[src/rtl/mem_bus_router.sv]
// Single-master address router: decodes a core request onto one of three slaves,
// waits for that slave's ready (bounded by a timeout), and returns data or an error.
module mem_bus_router #(
  parameter logic [31:0] S0_BASE     = 32'h0000_0000,
  parameter logic [31:0] S0_MASK     = 32'hFF00_0000,
  parameter logic [31:0] S1_BASE     = 32'h0300_0000,
  parameter logic [31:0] S1_MASK     = 32'hFF00_0000,
  parameter logic [31:0] S2_BASE     = 32'h1000_0000,
  parameter logic [31:0] S2_MASK     = 32'hF000_0000,
  parameter logic [15:0] TIMEOUT_CYC = 16'd1024,
  parameter logic [31:0] ERR_RDATA   = 32'hDEAD_BEEF
) (
  input  logic        clk_i,
  input  logic        rst_n_i,
  input  logic        core_valid_i,
  input  logic [31:0] core_addr_i,
  input  logic [31:0] core_wdata_i,
  input  logic [3:0]  core_wstrb_i,
  output logic [31:0] core_rdata_o,
  output logic        core_ready_o,
  output logic [2:0]  slv_valid_o,
  output logic [31:0] slv_addr_o,
  output logic [31:0] slv_wdata_o,
  output logic [3:0]  slv_wstrb_o,
  input  logic [95:0] slv_rdata_i,
  input  logic [2:0]  slv_ready_i,
  output logic        bus_err_o,
  output logic [31:0] err_addr_o
);

  // state  | meaning
  // IDLE   | waiting for a core request
  // ACCESS | request presented to the selected slave
  // RESP   | one-cycle completion with slave read data
  // ERR    | one-cycle completion with error (decode miss or timeout)
  typedef enum logic [1:0] {IDLE, ACCESS, RESP, ERR} state_e;

  state_e      state_q, state_d;
  logic [2:0]  sel_q, sel_d;
  logic [31:0] addr_q, addr_d;
  logic [31:0] wdata_q, wdata_d;
  logic [3:0]  wstrb_q, wstrb_d;
  logic [31:0] rdata_q, rdata_d;
  logic [15:0] cnt_q, cnt_d;
  logic [31:0] err_addr_q, err_addr_d;

  logic [2:0]  match;
  logic [2:0]  sel_dec;
  logic [31:0] sel_rdata;
  logic        rdy_sel;
  logic        timeout_hit;

  always_ff @(posedge clk_i or negedge rst_n_i) begin
    if (!rst_n_i) begin
      state_q    <= IDLE;
      sel_q      <= '0;
      addr_q     <= '0;
      wdata_q    <= '0;
      wstrb_q    <= '0;
      rdata_q    <= '0;
      cnt_q      <= '0;
      err_addr_q <= '0;
    end else begin
      state_q    <= state_d;
      sel_q      <= sel_d;
      addr_q     <= addr_d;
      wdata_q    <= wdata_d;
      wstrb_q    <= wstrb_d;
      rdata_q    <= rdata_d;
      cnt_q      <= cnt_d;
      err_addr_q <= err_addr_d;
    end
  end

  // Lowest matching index wins when windows overlap.
  always_comb begin
    match[0] = ((core_addr_i & S0_MASK) == S0_BASE);
    match[1] = ((core_addr_i & S1_MASK) == S1_BASE);
    match[2] = ((core_addr_i & S2_MASK) == S2_BASE);
    if (match[0])      sel_dec = 3'b001;
    else if (match[1]) sel_dec = 3'b010;
    else if (match[2]) sel_dec = 3'b100;
    else               sel_dec = 3'b000;

    if (sel_q[0])      sel_rdata = slv_rdata_i[31:0];
    else if (sel_q[1]) sel_rdata = slv_rdata_i[63:32];
    else               sel_rdata = slv_rdata_i[95:64];

    rdy_sel     = |(slv_ready_i & sel_q);
    timeout_hit = (TIMEOUT_CYC != 16'd0) && (cnt_q == TIMEOUT_CYC - 16'd1);
  end

  always_comb begin
    state_d    = state_q;
    sel_d      = sel_q;
    addr_d     = addr_q;
    wdata_d    = wdata_q;
    wstrb_d    = wstrb_q;
    rdata_d    = rdata_q;
    cnt_d      = cnt_q;
    err_addr_d = err_addr_q;
    case (state_q)
      IDLE: begin
        if (core_valid_i) begin
          addr_d  = core_addr_i;
          wdata_d = core_wdata_i;
          wstrb_d = core_wstrb_i;
          sel_d   = sel_dec;
          cnt_d   = '0;
          if (|sel_dec) begin
            state_d = ACCESS;
          end else begin
            state_d    = ERR;
            err_addr_d = core_addr_i;
          end
        end
      end
      ACCESS: begin
        // Ready takes priority over a timeout landing in the same cycle.
        if (rdy_sel) begin
          rdata_d = sel_rdata;
          state_d = RESP;
        end else if (timeout_hit) begin
          state_d    = ERR;
          err_addr_d = addr_q;
        end else begin
          cnt_d = cnt_q + 16'd1;
        end
      end
      RESP:    state_d = IDLE;
      ERR:     state_d = IDLE;
      default: state_d = IDLE;
    endcase
  end

  always_comb begin
    core_ready_o = 1'b0;
    core_rdata_o = '0;
    bus_err_o    = 1'b0;
    slv_valid_o  = '0;
    case (state_q)
      ACCESS: slv_valid_o = sel_q;
      RESP: begin
        core_ready_o = 1'b1;
        core_rdata_o = rdata_q;
      end
      ERR: begin
        core_ready_o = 1'b1;
        core_rdata_o = ERR_RDATA;
        bus_err_o    = 1'b1;
      end
      default: ;
    endcase
  end

  assign slv_addr_o  = addr_q;
  assign slv_wdata_o = wdata_q;
  assign slv_wstrb_o = wstrb_q;
  assign err_addr_o  = err_addr_q;

endmodule

[config.mk]
export PLATFORM = sky130hd
export DESIGN_NAME = mem_bus_router
export DESIGN_NICKNAME = d
export VERILOG_FILES = /design/src/rtl/mem_bus_router.sv
export SDC_FILE = /design/constraint.sdc
export NUM_CORES = 1
export LEC_CHECK = 0
export ABC_AREA = 1
export CAP_MARGIN = 20
export CORE_MARGIN = 2
export CORE_UTILIZATION = 58
export CTS_BUF_LIST = sky130_fd_sc_hd__clkbuf_16
export CTS_CLUSTER_DIAMETER = 150
export DETAILED_ROUTE_END_ITERATION = 8
export DONT_BUFFER_PORTS = 1
export HOLD_SLACK_MARGIN = 0.05
export PLACE_DENSITY_LB_ADDON = 0.3
export SETUP_SLACK_MARGIN = 0.2
export SKIP_LAST_GASP = 1
export SLEW_MARGIN = 10
export SYNTH_ARGS = -nofsm -noshare
export SYNTH_HDL_FRONTEND = slang
export SYNTH_SLANG_ARGS = --single-unit
export TNS_END_PERCENT = 30
[constraint.sdc]
create_clock -name clk_i -period 2.91 [get_ports clk_i]
set_input_delay 0.291 -clock clk_i [delete_from_list [all_inputs] [get_ports clk_i]]
set_output_delay 0.291 -clock clk_i [all_outputs]
set_load 0.005 [all_outputs]
* After elaboration in Yosys (flattened, before gate mapping) *
Index checks and enable logic that the tools add are counted.
Widths: inputs -> output; s select.

word-level totals
  bits in read-only memories = 0
  latch bits = 0
  input port bits = 170
  memory bits (writable) = 0
  memories kept = 0
  register bits after elaboration = 153

operators by class
  mux-type cells = 23
  order comparisons = 0
  bitwise operators = 1
  divide/modulo/power cells = 0
  reductions and logical operators = 11
  shift operators = 0
  $add $sub $neg = 1
  multipliers = 0
  equal/unequal tests = 12

operators with widths
  cell                   count
  $mux 32                6
  $pmux 32 s2            2
  $mux 16                3
  $logic_not 32->1       1
  $pmux 16 s2            1
  $add 16x1->16 const B  1
  $eq 16x10->1 const B   1
  $mux 3                 4
  $ne 2x2->1 const B     5
  $eq 8x2->1 const B     1
  $mux 2                 4
  $pmux 2 s3             1
  $reduce_and 2->1       3
  $reduce_or 3->1        2
  $reduce_and 5->1       1
  $eq 2x2->1 const B     2
  $eq 4x1->1 const B     1
  $reduce_and 4->1       1
  $and 3x3->3            1
  $ne 3x3->1 const B     1
  $eq 2x1->1 const B     1
  $logic_not 2->1        1
  $mux 1                 2
  $reduce_bool 2->1      1
  $reduce_or 2->1        1

* Depth between registers and ports, before layout *
  depth in word-level cells = 8
  gate-level depth with buffers = 11
  gate-level depth less buffers = 10

* Worst setup path before layout *
OpenSTA, ideal clock, no wires.

  kind = reg2reg
  start = register cnt_q[0]
  end = register err_addr_q[10] (netlist: err_addr_o[10])
  stages on the path, launching flop included = 12
  slack = 1,323 ps
  data required time = 2,794 ps
  arrival time = 1,471 ps
  path through = dfrtp_1 > ha_1 > nand2_2 > nor2_4 > nand2_4 > nor2_8 > nand2_2 > nand2_4 > nand2_4 > buf_6 > nand2_1 > nand2_1

on the way
  word-level cells in the longest chain between the ends = 3

RTL lines
  what                        line  source
  start, declared             44    logic [15:0] cnt_q, cnt_d;
  start signal, assigned      70    cnt_q <= cnt_d;
  $eq 16x10->1                90    timeout_hit = (TIMEOUT_CYC != 16'd0) && (cnt_q == TIMEOUT_CYC - 16'd1);
  $ne 2x2->1 (no line)        -
  $reduce_and 5->1 (no line)  -
  end signal, assigned        71    err_addr_q <= err_addr_d;
  end, declared               45    logic [31:0] err_addr_q, err_addr_d;

No other way between the ends.
A chain may end at the register's enable or synchronous reset.

* Worst setup path after layout *
  start = register state_q[0]
  end = output slv_valid_o[2]

on the way
  word-level cells in the longest chain between the ends = 2

RTL lines
  what                    line  source
  start, declared         38    state_e state_q, state_d;
  start signal, assigned  64    state_q <= state_d;
  $eq 2x1->1              141   case (state_q)
  $mux 3                  141
  end, declared           21    output logic [2:0] slv_valid_o,

No other way between the ends.

==> key figures <==
Routing
  – Highest Signal Layer: met4
  – Routed WL: 21,100 um
  – M1 wire length: 8300 um
  – ANT nets after route: 0
  – Drt first pass iters: 5
  – DR WL/cell: 17.0 um
  – Met2 Wirelength: 10,200 um
  – DRC Markers: 0
  – Vias: 6,772
  – Vias per cell: 5.46
  – Initial DRC Count: 484
  – Met3 wire len: roughly 1900 um

Setup path
  – Top delay family on crit path: buffers and inverters
  – CP endpoint kind: output pin
  – Critical Path Max Stage Delay: 0.40 ns
  – Critical Path Start Type: register
  – CP Cell Sequence: inv_2 -> nor2_4 -> buf_4 -> clkinv_1 -> nor2_1
  – Worst r2r src: state_q[0]
  – Crit path from: state_q[0]
  – CP Class: register to output pin
  – CP max stage cell: dfrtp_1
  – Req. time, crit path: 2.62 ns
  – Crit-path max FO: 26
  – Worst Path Arrival: 2.15 ns
  – CP Buf/Inv Count: 3

Clock tree
  – H-tree lvl count: 4
  – Clock-pin slew on the worst setup and hold paths: around 0.060 ns
  – CTS resizes: 0
  – Clk buf depth: 2
  – TritonCTS buffer count: 17
  – Hold_buf cts: 93
  – Clock Root Buffer: clkbuf_16
  – CTS tree: built
  – Post-CTS Setup Inserts: 0
  – Clock Sinks: 153
  – Clk_lat worst skew: between 0.4 and 0.5 ns

Layout
  – Final core occ: 72.1%
  – Finished Cell Area: 9180 sq um
  – Layout cells sized above 1: under 10%
  – Register area: 3830 sq um
  – Inserted Diodes: 0
  – Fin nets: 1,226
  – Area Overhead vs Synth: 20.7%
  – Fill cells: just over 900
  – Multi-input logic area: 3140 sq um

Floorplan
  – Initial Utilization: 59.8%
  – Die H: 119 um
  – Die Area: 14,000 sq um
  – Core Rows: 41
  – Boundary Pins: a little over 300
  – Total core area: about 13,000 sq um
  – Die W: 119 um

Power
  – Peak supply drop: between 500 and 600 uV
  – Pwr Total: ~8.5 mW
  – Leak pwr: 4.62 nW
  – Pwr dens: 928 nW/um^2

Timing
  – Final Hold Viols: 153
  – Hold slack final: -0.435 ns
  – Fmax: 409 MHz
  – Minimum clock period: 2.44 ns
  – Clock Skew: 0.00935 ns
  – RSZ-0062 raised after global routing: false
  – Tcrit/Tclk final: 83.9%
  – Slew HR: 30.7%
  – Slew Limit Fails: 0
  – Least-Margin Pin Slew: 1.04 ns
  – Post-route setup TNS: 0 ns
  – Final setup viols: 0

Flow run
  – Max Cap Viol: 0

Min path
  – Hold WC Path Type: input pin to async pin

Synthesis
  – Gate Count Post-Synth: 992
  – Distinct cells, synth: 32
  – Yosys reg bits: 153
  – Avg Cell Area, Syn: 7.67 sq um
  – YS warnings: 0
  – Synth Cell Area: 7600 sq um
  – Register area share after synthesis: between 50% and 60%
  – Synth Net Count: 1,163

Global route
  – Vias in the first global route: 6,681
  – First-pass GRT wire length: 33,800 um
  – Overall Global Routing Usage: 30.4%
  – Grt ovf: 0
  – Initial antenna violation count: 0
  – Largest net degree at the start of global routing: 154

Run status
  – Failing checks: negative hold slack
  – Outcome: complete, but fails checks

Place
  – # port buffers: 0
  – DP Area: ~7600 sq um
  – Post-detail-place hpwl: 13,500 um
  – RePlAce Congestion: 0.922
synthesized netlist by cell type, drive strengths merged:
cell      n  area share, %
nand2   378             19
dfrtp   153             50
o21ai   112            7.4
inv      90            4.4
nand3    86            5.7
nor2     38            2.3
buf      37            2.9
o211ai   32            3.2
a21oi    24            1.6
clkbuf   22            1.1
nand4     7           0.58
xor2      3           0.35
a21o      1          0.099
and2      1          0.082
and3      1          0.082
clkinv    1          0.049
ha        1           0.16
nor3      1          0.066
o21a      1          0.099
o21bai    1          0.099
or2       1          0.082
xnor2     1           0.12
placed cells by master (no fill, tap or decap), drive strengths merged:
master / count
nand2: 378
dfrtp: 153
o21ai: 112
inv: 95
dlygate4sd3: 93
nand3: 86
nor2: 38
o211ai: 32
a21oi: 24
clkbuf: 17
buf: 10
nand4: 7
bufinv: 5
clkinv: 4
xor2: 3
clkinvlp: 2
nor3: 1
o21bai: 1
a21o: 1
xnor2: 1
or2: 1
and2: 1
o21a: 1
and3: 1
ha: 1
per-stage QoR:
step | setup slack [ns] | instances
after floorplan | 1.32 | 992
after global placement | 0.807 | 1115
after detailed placement | 0.705 | 1115
after CTS | 0.445 | 1240
after global routing | 0.259 | 1240
final | 0.467 | 1240
area by class of cell:
| cell class | instances | share of cell area (%) |
|---|---|---|
| Clock inverter | 15 | 2.41 |
| Timing Repair Buffer | 103 | 11.0 |
| Tap cell | 172 | 2.34 |
| Clock buffer | 17 | 4.64 |
| Sequential cell | 153 | 41.7 |
| Inverter | 91 | 3.72 |
| Multi-Input combinational cell | 689 | 34.2 |
sequential cells by signal (all words and copies together), names as in the netlist:
register and count:
rdata_q 32, cnt_q 16, sel_q 3, slv_wstrb_o 4
slv_addr_o 32, err_addr_o 32, state_q 2, slv_wdata_o 32
worst reg2reg max path, cell delays in order (launching register included):
cell	delay, ns
dfrtp_1	0.40
inv_2	0.21
nor2_4	0.27
nand4_1	0.16
nand2_2	0.15
nand2_2	0.08
nand2_4	0.30
nand2_4	0.31
nand2_1	0.16
nand2_1	0.06
cells by family (layout without fill, tap and decap cells):
logic type      count (synthesis)  count (layout)  synth area share, %
fa+ha+maj                       1               1                0.165
flops                         153             153                 50.3
simple gates                  513             513                 28.1
buf+inv                       150             226                 8.51
xor+xnor                        4               4                0.461
compound gates                171             171                 12.4
final timing paths:
path	end	slack (ns)	depth (start not counted)
worst max-delay path	slv_valid_o[2]	0.47	5
worst min-delay path	rdata_q[20]	-0.43	0
worst max register to register	err_addr_o[29]	0.72	9
worst min register to register	err_addr_o[1]	0.51	2
max in group asynchronous	slv_wstrb_o[1]	3.06	0
min in group clk_i	rdata_q[3]	0.05	2
metal layers:
metal  vias to the layer above  global-route usage [%]
li1                       3294                       -
met1                      3116                    35.8
met2                       309                    50.4
met3                        53                    11.0
met4                         0                    13.1
met5                         -                       0
where the power goes:
part	switching, mW	total, mW	internal, mW	leakage, nW
logic	1.56	2.31	0.752	2.43
registers	0.769	3.79	3.02	1.87
clock network	0.881	2.41	1.53	0.314
total	3.21	8.51	5.30	4.62
Note: power is estimated with default switching activity, not from simulation.
